## config.mk

```make
export PLATFORM = sky130hd
export DESIGN_NAME = uart_receiver_flat
export DESIGN_NICKNAME = d
export VERILOG_FILES = /design/src/rtl/uart_rx_if.sv /design/src/rtl/uart_receiver.sv /design/src/flat_wrapper.sv
export SDC_FILE = /design/constraint.sdc
export NUM_CORES = 1
export LEC_CHECK = 0
export ABC_CLOCK_PERIOD_IN_PS = 3700
export CELL_PAD_IN_SITES_DETAIL_PLACEMENT = 0
export CELL_PAD_IN_SITES_GLOBAL_PLACEMENT = 2
export CORE_MARGIN = 2
export CORE_UTILIZATION = 25
export DETAILED_ROUTE_END_ITERATION = 8
export PLACE_DENSITY_LB_ADDON = 0.15
export RECOVER_POWER = 100
export SLEW_MARGIN = 20
export SYNTH_ARGS = -nofsm -noshare
export SYNTH_HDL_FRONTEND = slang
export SYNTH_SLANG_ARGS = --single-unit
```

## constraint.sdc

```tcl
create_clock -name clk_i -period 3.7 [get_ports clk_i]
set_clock_uncertainty 0.05 [all_clocks]
set_input_delay 0.925 -clock clk_i [delete_from_list [all_inputs] [get_ports clk_i]]
set_output_delay 0.925 -clock clk_i [all_outputs]
set_load 0.1 [all_outputs]
```

## src/rtl/uart_rx_if.sv

```systemverilog
// UART receive bundle: serial line, config and character outputs.
// Latency: n/a (wires only).
// Backpressure: none; the consumer must take each rx_done_o pulse when it occurs.
interface uart_rx_if;
    logic       rx_i;
    logic       rx_enable_i;
    logic       ov_tick_i;
    logic [1:0] data_width_i;
    logic [1:0] parity_mode_i;
    logic       stop_bits_i;
    logic [7:0] data_rx_o;
    logic       rx_done_o;
    logic       frame_error_o;
    logic       parity_error_o;
    logic       rx_busy_o;

    modport master (
        output rx_i, rx_enable_i, ov_tick_i, data_width_i, parity_mode_i, stop_bits_i,
        input  data_rx_o, rx_done_o, frame_error_o, parity_error_o, rx_busy_o
    );

    modport slave (
        input  rx_i, rx_enable_i, ov_tick_i, data_width_i, parity_mode_i, stop_bits_i,
        output data_rx_o, rx_done_o, frame_error_o, parity_error_o, rx_busy_o
    );
endinterface

```

## src/rtl/uart_receiver.sv

```systemverilog
// UART receiver: synchronises rx, finds the start bit, samples mid-bit on the 16x tick.
// Latency: (1+N+P+S)*OVERSAMPLE - OVERSAMPLE/2 ticks from start edge, +1 clock, + sync stages.
// Backpressure: none; each character is announced by a single-cycle rx_done_o pulse.
module uart_receiver #(
    parameter int OVERSAMPLE  = 16,
    parameter int SYNC_STAGES = 2
) (
    input logic       clk_i,
    input logic       rst_i,
    uart_rx_if.slave  bus
);
    localparam int              CW      = $clog2(OVERSAMPLE);
    localparam logic [CW-1:0]   HALF_M1 = CW'(OVERSAMPLE / 2 - 1);
    localparam logic [CW-1:0]   LAST    = CW'(OVERSAMPLE - 1);

    localparam logic [2:0] S_IDLE   = 3'd0;
    localparam logic [2:0] S_START  = 3'd1;
    localparam logic [2:0] S_DATA   = 3'd2;
    localparam logic [2:0] S_PARITY = 3'd3;
    localparam logic [2:0] S_STOP   = 3'd4;

    logic [SYNC_STAGES-1:0] sync_q;
    logic                   rx_prev_q;
    logic                   rx_s;
    logic                   fall;

    logic [2:0]    state_q,   state_d;
    logic [CW-1:0] cnt_q,     cnt_d;
    logic [2:0]    bit_q,     bit_d;
    logic [7:0]    shreg_q,   shreg_d;
    logic          par_acc_q, par_acc_d;
    logic          ferr_q,    ferr_d;
    logic          perr_q,    perr_d;
    logic [1:0]    width_q,   width_d;
    logic [1:0]    pmode_q,   pmode_d;
    logic          stop2_q,   stop2_d;
    logic [7:0]    data_rx_q, data_rx_d;
    logic          done_q,    done_d;
    logic          fe_q,      fe_d;
    logic          pe_q,      pe_d;

    logic [2:0] last_idx;
    logic       parity_en;
    logic       parity_odd;

    assign rx_s       = sync_q[SYNC_STAGES-1];
    assign fall       = rx_prev_q & ~rx_s;
    assign last_idx   = 3'd4 + {1'b0, width_q};
    assign parity_en  = (pmode_q == 2'b01) || (pmode_q == 2'b10);
    assign parity_odd = (pmode_q == 2'b10);

    // Bring the asynchronous line into clk_i domain and keep a delayed copy for edge detection.
    always_ff @(posedge clk_i or posedge rst_i) begin
        if (rst_i) begin
            sync_q    <= '1;
            rx_prev_q <= 1'b1;
        end else begin
            sync_q    <= {sync_q[SYNC_STAGES-2:0], bus.rx_i};
            rx_prev_q <= rx_s;
        end
    end

    // Frame FSM: every sample point is a tick where the counter hits its mid/wrap value.
    always_comb begin
        state_d   = state_q;
        cnt_d     = cnt_q;
        bit_d     = bit_q;
        shreg_d   = shreg_q;
        par_acc_d = par_acc_q;
        ferr_d    = ferr_q;
        perr_d    = perr_q;
        width_d   = width_q;
        pmode_d   = pmode_q;
        stop2_d   = stop2_q;
        data_rx_d = data_rx_q;
        done_d    = 1'b0;
        fe_d      = 1'b0;
        pe_d      = 1'b0;
        case (state_q)
            S_IDLE: begin
                if (fall && bus.rx_enable_i) begin
                    width_d = bus.data_width_i;
                    pmode_d = bus.parity_mode_i;
                    stop2_d = bus.stop_bits_i;
                    cnt_d   = '0;
                    ferr_d  = 1'b0;
                    perr_d  = 1'b0;
                    state_d = S_START;
                end
            end
            S_START: begin
                if (bus.ov_tick_i) begin
                    if (cnt_q == HALF_M1) begin
                        if (!rx_s) begin
                            cnt_d     = '0;
                            bit_d     = '0;
                            shreg_d   = '0;
                            par_acc_d = 1'b0;
                            state_d   = S_DATA;
                        end else begin
                            // Line back high at mid-start: treat as a glitch.
                            state_d = S_IDLE;
                        end
                    end else begin
                        cnt_d = cnt_q + 1'b1;
                    end
                end
            end
            S_DATA: begin
                if (bus.ov_tick_i) begin
                    cnt_d = cnt_q + 1'b1;
                    if (cnt_q == LAST) begin
                        shreg_d[bit_q] = rx_s;
                        par_acc_d      = par_acc_q ^ rx_s;
                        if (bit_q == last_idx) begin
                            bit_d   = '0;
                            state_d = parity_en ? S_PARITY : S_STOP;
                        end else begin
                            bit_d = bit_q + 1'b1;
                        end
                    end
                end
            end
            S_PARITY: begin
                if (bus.ov_tick_i) begin
                    cnt_d = cnt_q + 1'b1;
                    if (cnt_q == LAST) begin
                        if (rx_s != (par_acc_q ^ parity_odd)) perr_d = 1'b1;
                        state_d = S_STOP;
                    end
                end
            end
            S_STOP: begin
                if (bus.ov_tick_i) begin
                    cnt_d = cnt_q + 1'b1;
                    if (cnt_q == LAST) begin
                        if (!rx_s) ferr_d = 1'b1;
                        if (stop2_q && (bit_q == 3'd0)) begin
                            // First of two stop bits; the second is sampled regardless.
                            bit_d = 3'd1;
                        end else begin
                            data_rx_d = shreg_q;
                            done_d    = 1'b1;
                            fe_d      = ferr_q | ~rx_s;
                            pe_d      = perr_q;
                            state_d   = S_IDLE;
                        end
                    end
                end
            end
            default: state_d = S_IDLE;
        endcase
        // Disabling the receiver mid-frame drops the character silently.
        if ((state_q != S_IDLE) && !bus.rx_enable_i) begin
            state_d   = S_IDLE;
            data_rx_d = data_rx_q;
            done_d    = 1'b0;
            fe_d      = 1'b0;
            pe_d      = 1'b0;
        end
    end

    // Register all FSM state, latched config and the published outputs.
    always_ff @(posedge clk_i or posedge rst_i) begin
        if (rst_i) begin
            state_q   <= S_IDLE;
            cnt_q     <= '0;
            bit_q     <= '0;
            shreg_q   <= '0;
            par_acc_q <= 1'b0;
            ferr_q    <= 1'b0;
            perr_q    <= 1'b0;
            width_q   <= '0;
            pmode_q   <= '0;
            stop2_q   <= 1'b0;
            data_rx_q <= '0;
            done_q    <= 1'b0;
            fe_q      <= 1'b0;
            pe_q      <= 1'b0;
        end else begin
            state_q   <= state_d;
            cnt_q     <= cnt_d;
            bit_q     <= bit_d;
            shreg_q   <= shreg_d;
            par_acc_q <= par_acc_d;
            ferr_q    <= ferr_d;
            perr_q    <= perr_d;
            width_q   <= width_d;
            pmode_q   <= pmode_d;
            stop2_q   <= stop2_d;
            data_rx_q <= data_rx_d;
            done_q    <= done_d;
            fe_q      <= fe_d;
            pe_q      <= pe_d;
        end
    end

    assign bus.data_rx_o      = data_rx_q;
    assign bus.rx_done_o      = done_q;
    assign bus.frame_error_o  = fe_q;
    assign bus.parity_error_o = pe_q;
    assign bus.rx_busy_o      = (state_q != S_IDLE);
endmodule
```

## src/flat_wrapper.sv

```systemverilog
// flat-port wrapper written by rule: the top's interface ports become plain ports
module uart_receiver_flat 
#(
    parameter int OVERSAMPLE  = 16,
    parameter int SYNC_STAGES = 2
)
  (clk_i, rst_i, bus_rx_i, bus_rx_enable_i, bus_ov_tick_i, bus_data_width_i, bus_parity_mode_i, bus_stop_bits_i, bus_data_rx_o, bus_rx_done_o, bus_frame_error_o, bus_parity_error_o, bus_rx_busy_o);
  uart_rx_if bus_i ();
  input logic clk_i;
  input logic rst_i;
  input wire logic [$bits(bus_i.rx_i)-1:0] bus_rx_i;
  input wire logic [$bits(bus_i.rx_enable_i)-1:0] bus_rx_enable_i;
  input wire logic [$bits(bus_i.ov_tick_i)-1:0] bus_ov_tick_i;
  input wire logic [$bits(bus_i.data_width_i)-1:0] bus_data_width_i;
  input wire logic [$bits(bus_i.parity_mode_i)-1:0] bus_parity_mode_i;
  input wire logic [$bits(bus_i.stop_bits_i)-1:0] bus_stop_bits_i;
  output wire logic [$bits(bus_i.data_rx_o)-1:0] bus_data_rx_o;
  output wire logic [$bits(bus_i.rx_done_o)-1:0] bus_rx_done_o;
  output wire logic [$bits(bus_i.frame_error_o)-1:0] bus_frame_error_o;
  output wire logic [$bits(bus_i.parity_error_o)-1:0] bus_parity_error_o;
  output wire logic [$bits(bus_i.rx_busy_o)-1:0] bus_rx_busy_o;
  assign bus_i.rx_i = bus_rx_i;
  assign bus_i.rx_enable_i = bus_rx_enable_i;
  assign bus_i.ov_tick_i = bus_ov_tick_i;
  assign bus_i.data_width_i = bus_data_width_i;
  assign bus_i.parity_mode_i = bus_parity_mode_i;
  assign bus_i.stop_bits_i = bus_stop_bits_i;
  assign bus_data_rx_o = bus_i.data_rx_o;
  assign bus_rx_done_o = bus_i.rx_done_o;
  assign bus_frame_error_o = bus_i.frame_error_o;
  assign bus_parity_error_o = bus_i.parity_error_o;
  assign bus_rx_busy_o = bus_i.rx_busy_o;
  uart_receiver #(.OVERSAMPLE(OVERSAMPLE), .SYNC_STAGES(SYNC_STAGES)) u_core (.clk_i(clk_i), .rst_i(rst_i), .bus(bus_i));
endmodule
```

==> impl_table.tex <==
\begin{tabular}{lr}
\hline
Metric & Value \\
\hline
\multicolumn{2}{l}{\textbf{Status}} \\
\quad Status & finished clean \\
\multicolumn{2}{l}{\textbf{Clock network}} \\
\quad CTS tree & done \\
\quad Clock tree root driver cell & clkbuf\_8 \\
\quad Hold-fix buffers at CTS & 0 \\
\quad Number of H-tree levels & 2 \\
\quad Clock-pin transition on the worst setup and hold timing paths & 0.08 ns \\
\quad Clock Path Buffers & 2 \\
\quad Post-CTS Setup Bufs & 0 \\
\quad \# clock sinks & 40 \\
\quad Inserted Clock Buffers & 5 \\
\quad Insertion delay of the later-clocked pin in the worst-skew pair & 0.29 ns \\
\quad Post-CTS Resized & 0 \\
\multicolumn{2}{l}{\textbf{Route}} \\
\quad Routed vias & 1570 \\
\quad Antenna Nets Post-Route & 0 \\
\quad Final WL & 4900 um \\
\quad Drt first-iter violations & 50 \\
\quad Iteration count of the initial detailed-routing pass & 4 \\
\quad DRC violations left & 0 \\
\quad Wire length per cell after detailed routing & 15.4 um \\
\quad Vias per cell & 4.94 \\
\multicolumn{2}{l}{\textbf{Global route}} \\
\quad First-pass GRT wire length & between 8000 and 9000 um \\
\quad Largest net degree at the start of global routing & 41 \\
\quad Total routing usage reported by global routing & 12.0\% \\
\quad Overflow left after global routing & 0 \\
\quad Vias in the first global route & roughly 1600 \\
\quad Number of antenna violations at the first check in global routing & 0 \\
\multicolumn{2}{l}{\textbf{Worst setup path}} \\
\quad Worst setup SP type & register \\
\quad Kind of critical path & reg2out \\
\quad Startpoint of the worst register-to-register path & u\_core.state\_q[1] \\
\quad Worst reg2reg path depth & 4 \\
\quad Worst EP arrival & 2.06 ns \\
\quad CP max FO & 16 \\
\quad Required time of the critical path & 2.72 ns \\
\quad Endpoint type of the worst setup path & output port \\
\quad Setup slack of the worst register-to-register path & 1.07 ns \\
\quad Capture instance of the worst register-to-register path & u\_core.shreg\_q[5] \\
\multicolumn{2}{l}{\textbf{Worst hold path}} \\
\quad Hold\_sp & u\_core.sync\_q[0] \\
\quad Hold crit path type & reg2reg \\
\quad End point of the worst hold path & u\_core.sync\_q[1] \\
\quad Worst Hold Path Cells & 0 \\
\multicolumn{2}{l}{\textbf{Place}} \\
\quad Port Buffers & 21 \\
\quad Weighted congestion reported at the end of routability-driven placement & about 0.73 \\
\quad Post-DP HPWL & 3480 um \\
\multicolumn{2}{l}{\textbf{Final layout}} \\
\quad Share of cells above drive strength 1 & 15.0\% \\
\quad Filler cell count & approximately 910 \\
\quad Final layout net count & 226 \\
\quad Final standard cell utilization of the core & between 20 and 30\% \\
\quad Diode count & 0 \\
\quad Area Overhead vs Synth & 15.4\% \\
\multicolumn{2}{l}{\textbf{Synth}} \\
\quad Flops \& latches, synth & 40 \\
\quad Post-synth EDFFs & 0 \\
\quad Combined area of all synthesized cells & 2060 um2 \\
\quad Avg Synthesized Cell Area & 10.8 um2 \\
\quad Fraction of the yosys area taken by sequential cells & about half \\
\quad Warnings from Yosys & 0 \\
\quad Yosys cell types & 46 \\
\quad Number of nets in the synthesized netlist & 205 \\
\quad Async set or reset register ratio after synthesis & 100\% \\
\quad Syn Inst Count & 191 \\
\quad Most instantiated flip-flop cell in the synthesis netlist & dfrtp\_1 \\
\multicolumn{2}{l}{\textbf{Timing}} \\
\quad Shortest period the worst path allows & roughly 3.0 ns \\
\quad Final Hold Vio Count & 0 \\
\quad Achievable clock frequency & 329 MHz \\
\quad Crit share post-route & between 80 and 90\% \\
\quad Setup tns final & 0 ns \\
\quad Max-slew violation count & 0 \\
\quad \# setup viols final & 0 \\
\quad Setup repair after global routing missed its margin & false \\
\quad Worst slew margin relative to its limit & 22.3\% \\
\quad Actual slew at the worst max-slew pin & 1.17 ns \\
\multicolumn{2}{l}{\textbf{Power}} \\
\quad Leakage Power & 0.00107 uW \\
\quad Largest vdd supply drop & $\sim$0.00014 V \\
\quad Power, Total & 957 uW \\
\quad Power per unit of standard cell area & 403 nW/um2 \\
\multicolumn{2}{l}{\textbf{Floorplanning}} \\
\quad Core box area & 8090 um2 \\
\quad FP Rows & 33 \\
\quad Initial core utilization & around a quarter \\
\quad Die area & 8990 um2 \\
\quad Die extent in y & between 90 and 100 um \\
\quad Ports & 22 \\
\quad Die width & 94.8 um \\
\multicolumn{2}{l}{\textbf{Flow run}} \\
\quad Max-cap check violation count & 0 \\
\hline
\end{tabular}
## cell usage after synthesis (2+ instances only)
cell type,n,area share [%]
a211o_1,2,0.85
a21oi_1,5,1.2
a31oi_1,8,2.4
and3_1,3,0.91
clkbuf_1,9,1.6
dfrtp_1,37,45
dfstp_2,3,3.8
ha_1,4,2.4
inv_1,15,2.7
mux2_2,14,7.7
mux2i_1,2,0.97
nand2_1,8,1.5
nand3_1,3,0.73
nand3b_1,3,1.1
nor2_1,7,1.3
nor3_1,3,0.73
nor4b_1,2,0.85
o21ai_0,11,2.7
o21ai_1,7,1.7
o22ai_1,2,0.61
o2bb2ai_1,3,1.3
o31ai_1,2,0.73
o32ai_1,2,0.85
o41ai_2,5,3.9
or2_2,2,0.61
or3_1,2,0.61
or3b_2,4,1.7
xnor2_1,5,2.1
## worst max-delay path, cell delays in order (launching register included)
cell and delay, ns:
dfrtp_1 0.64, nor3_1 0.15, inv_1 0.12, clkbuf_1 0.87
## through the flow
stage	setup WS, ns	hold WS (ns)	cell area [um2]	instances
2_1_floorplan	1.33	0.295	2060	191
6_report	0.661	0.317	2380	318
5_1_grt	0.526	0.319	2380	318
4_1_cts	0.939	0.312	2450	318
3_3_place_gp	0.676	0.297	2360	310
3_5_place_dp	0.611	0.300	2360	310
## cells in the final DEF, fill, tap and decap left out, types with 4 or more instances in the layout
master,count
dfrtp_1,37
o21ai_1,5
xnor2_1,5
clkbuf_8,6
o21ai_0,13
clkdlybuf4s50_1,5
clkbuf_1,10
mux2_2,13
nor2_1,7
nand2_1,8
ha_1,4
inv_1,15
a21oi_1,5
dlygate4sd3_1,7
or3b_2,4
o41ai_1,6
a31oi_1,8
## logic make-up (layout without fill, tap and decap cells)
group | Yosys count | after routing | share of synthesized area, %
AOI/OAI and AO/OA | 59 | 59 | 21.3
xor gates and xnor gates | 5 | 5 | 2.12
adders and majority gates | 4 | 4 | 2.43
buffers and inverters | 25 | 47 | 4.92
DFF | 40 | 40 | 48.8
muxes | 16 | 16 | 8.62
and+or+nand+nor | 42 | 42 | 11.8
## area by class of cell
cell class / instances / area [um2] / share of cell area [%]
repair buffers: 24 / 173 / 7.26
clock buffers: 6 / 82.6 / 3.47
well taps: 105 / 131 / 5.52
multi-input cells: 126 / 917 / 38.6
flip-flops and latches: 40 / 1000 / 42.2
inverters: 15 / 56.3 / 2.37
clock inverters: 2 / 13.8 / 0.579
## flip-flops by register name, summed over array words and instances, names as in the netlist, 2 cells and up
register	flops
u_core.state_q	3
u_core.bit_q	3
u_core.bus.data_rx_o	8
u_core.width_q	2
u_core.sync_q	2
u_core.pmode_q	2
u_core.shreg_q	8
u_core.cnt_q	4
## worst max path at each step
stage | startpoint | endpoint | cells after the start
after global placement | bus_ov_tick_i | u_core.shreg_q[3] | 5
after floorplan | u_core.state_q[0] | bus_rx_busy_o | 3
after detailed placement | bus_ov_tick_i | u_core.shreg_q[7] | 5
after global routing | u_core.state_q[1] | bus_rx_busy_o | 3
after CTS | bus_ov_tick_i | u_core.shreg_q[7] | 5
final | u_core.state_q[1] | bus_rx_busy_o | 3
## routing by layer
layer / track usage (%) / wire [um] / up-vias / share of wire, %
met3: 2.71 / 138 / 5 / 2.8
met2: 20.3 / 2490 / 20 / 51
met5: 0 / 0 / - / 0
met1: 15.3 / 2210 / 795 / 45
li1: - / - / 750 / -
met4: 3.38 / 56 / 0 / 1.1
## where the power goes
group | internal (uW) | switching [uW]
Combinational | 66.4 | 92.3
Sequential | 466 | 21.2
Clock | 153 | 159
Total | 685 | 272
Note: power is estimated with default switching activity, not from simulation.
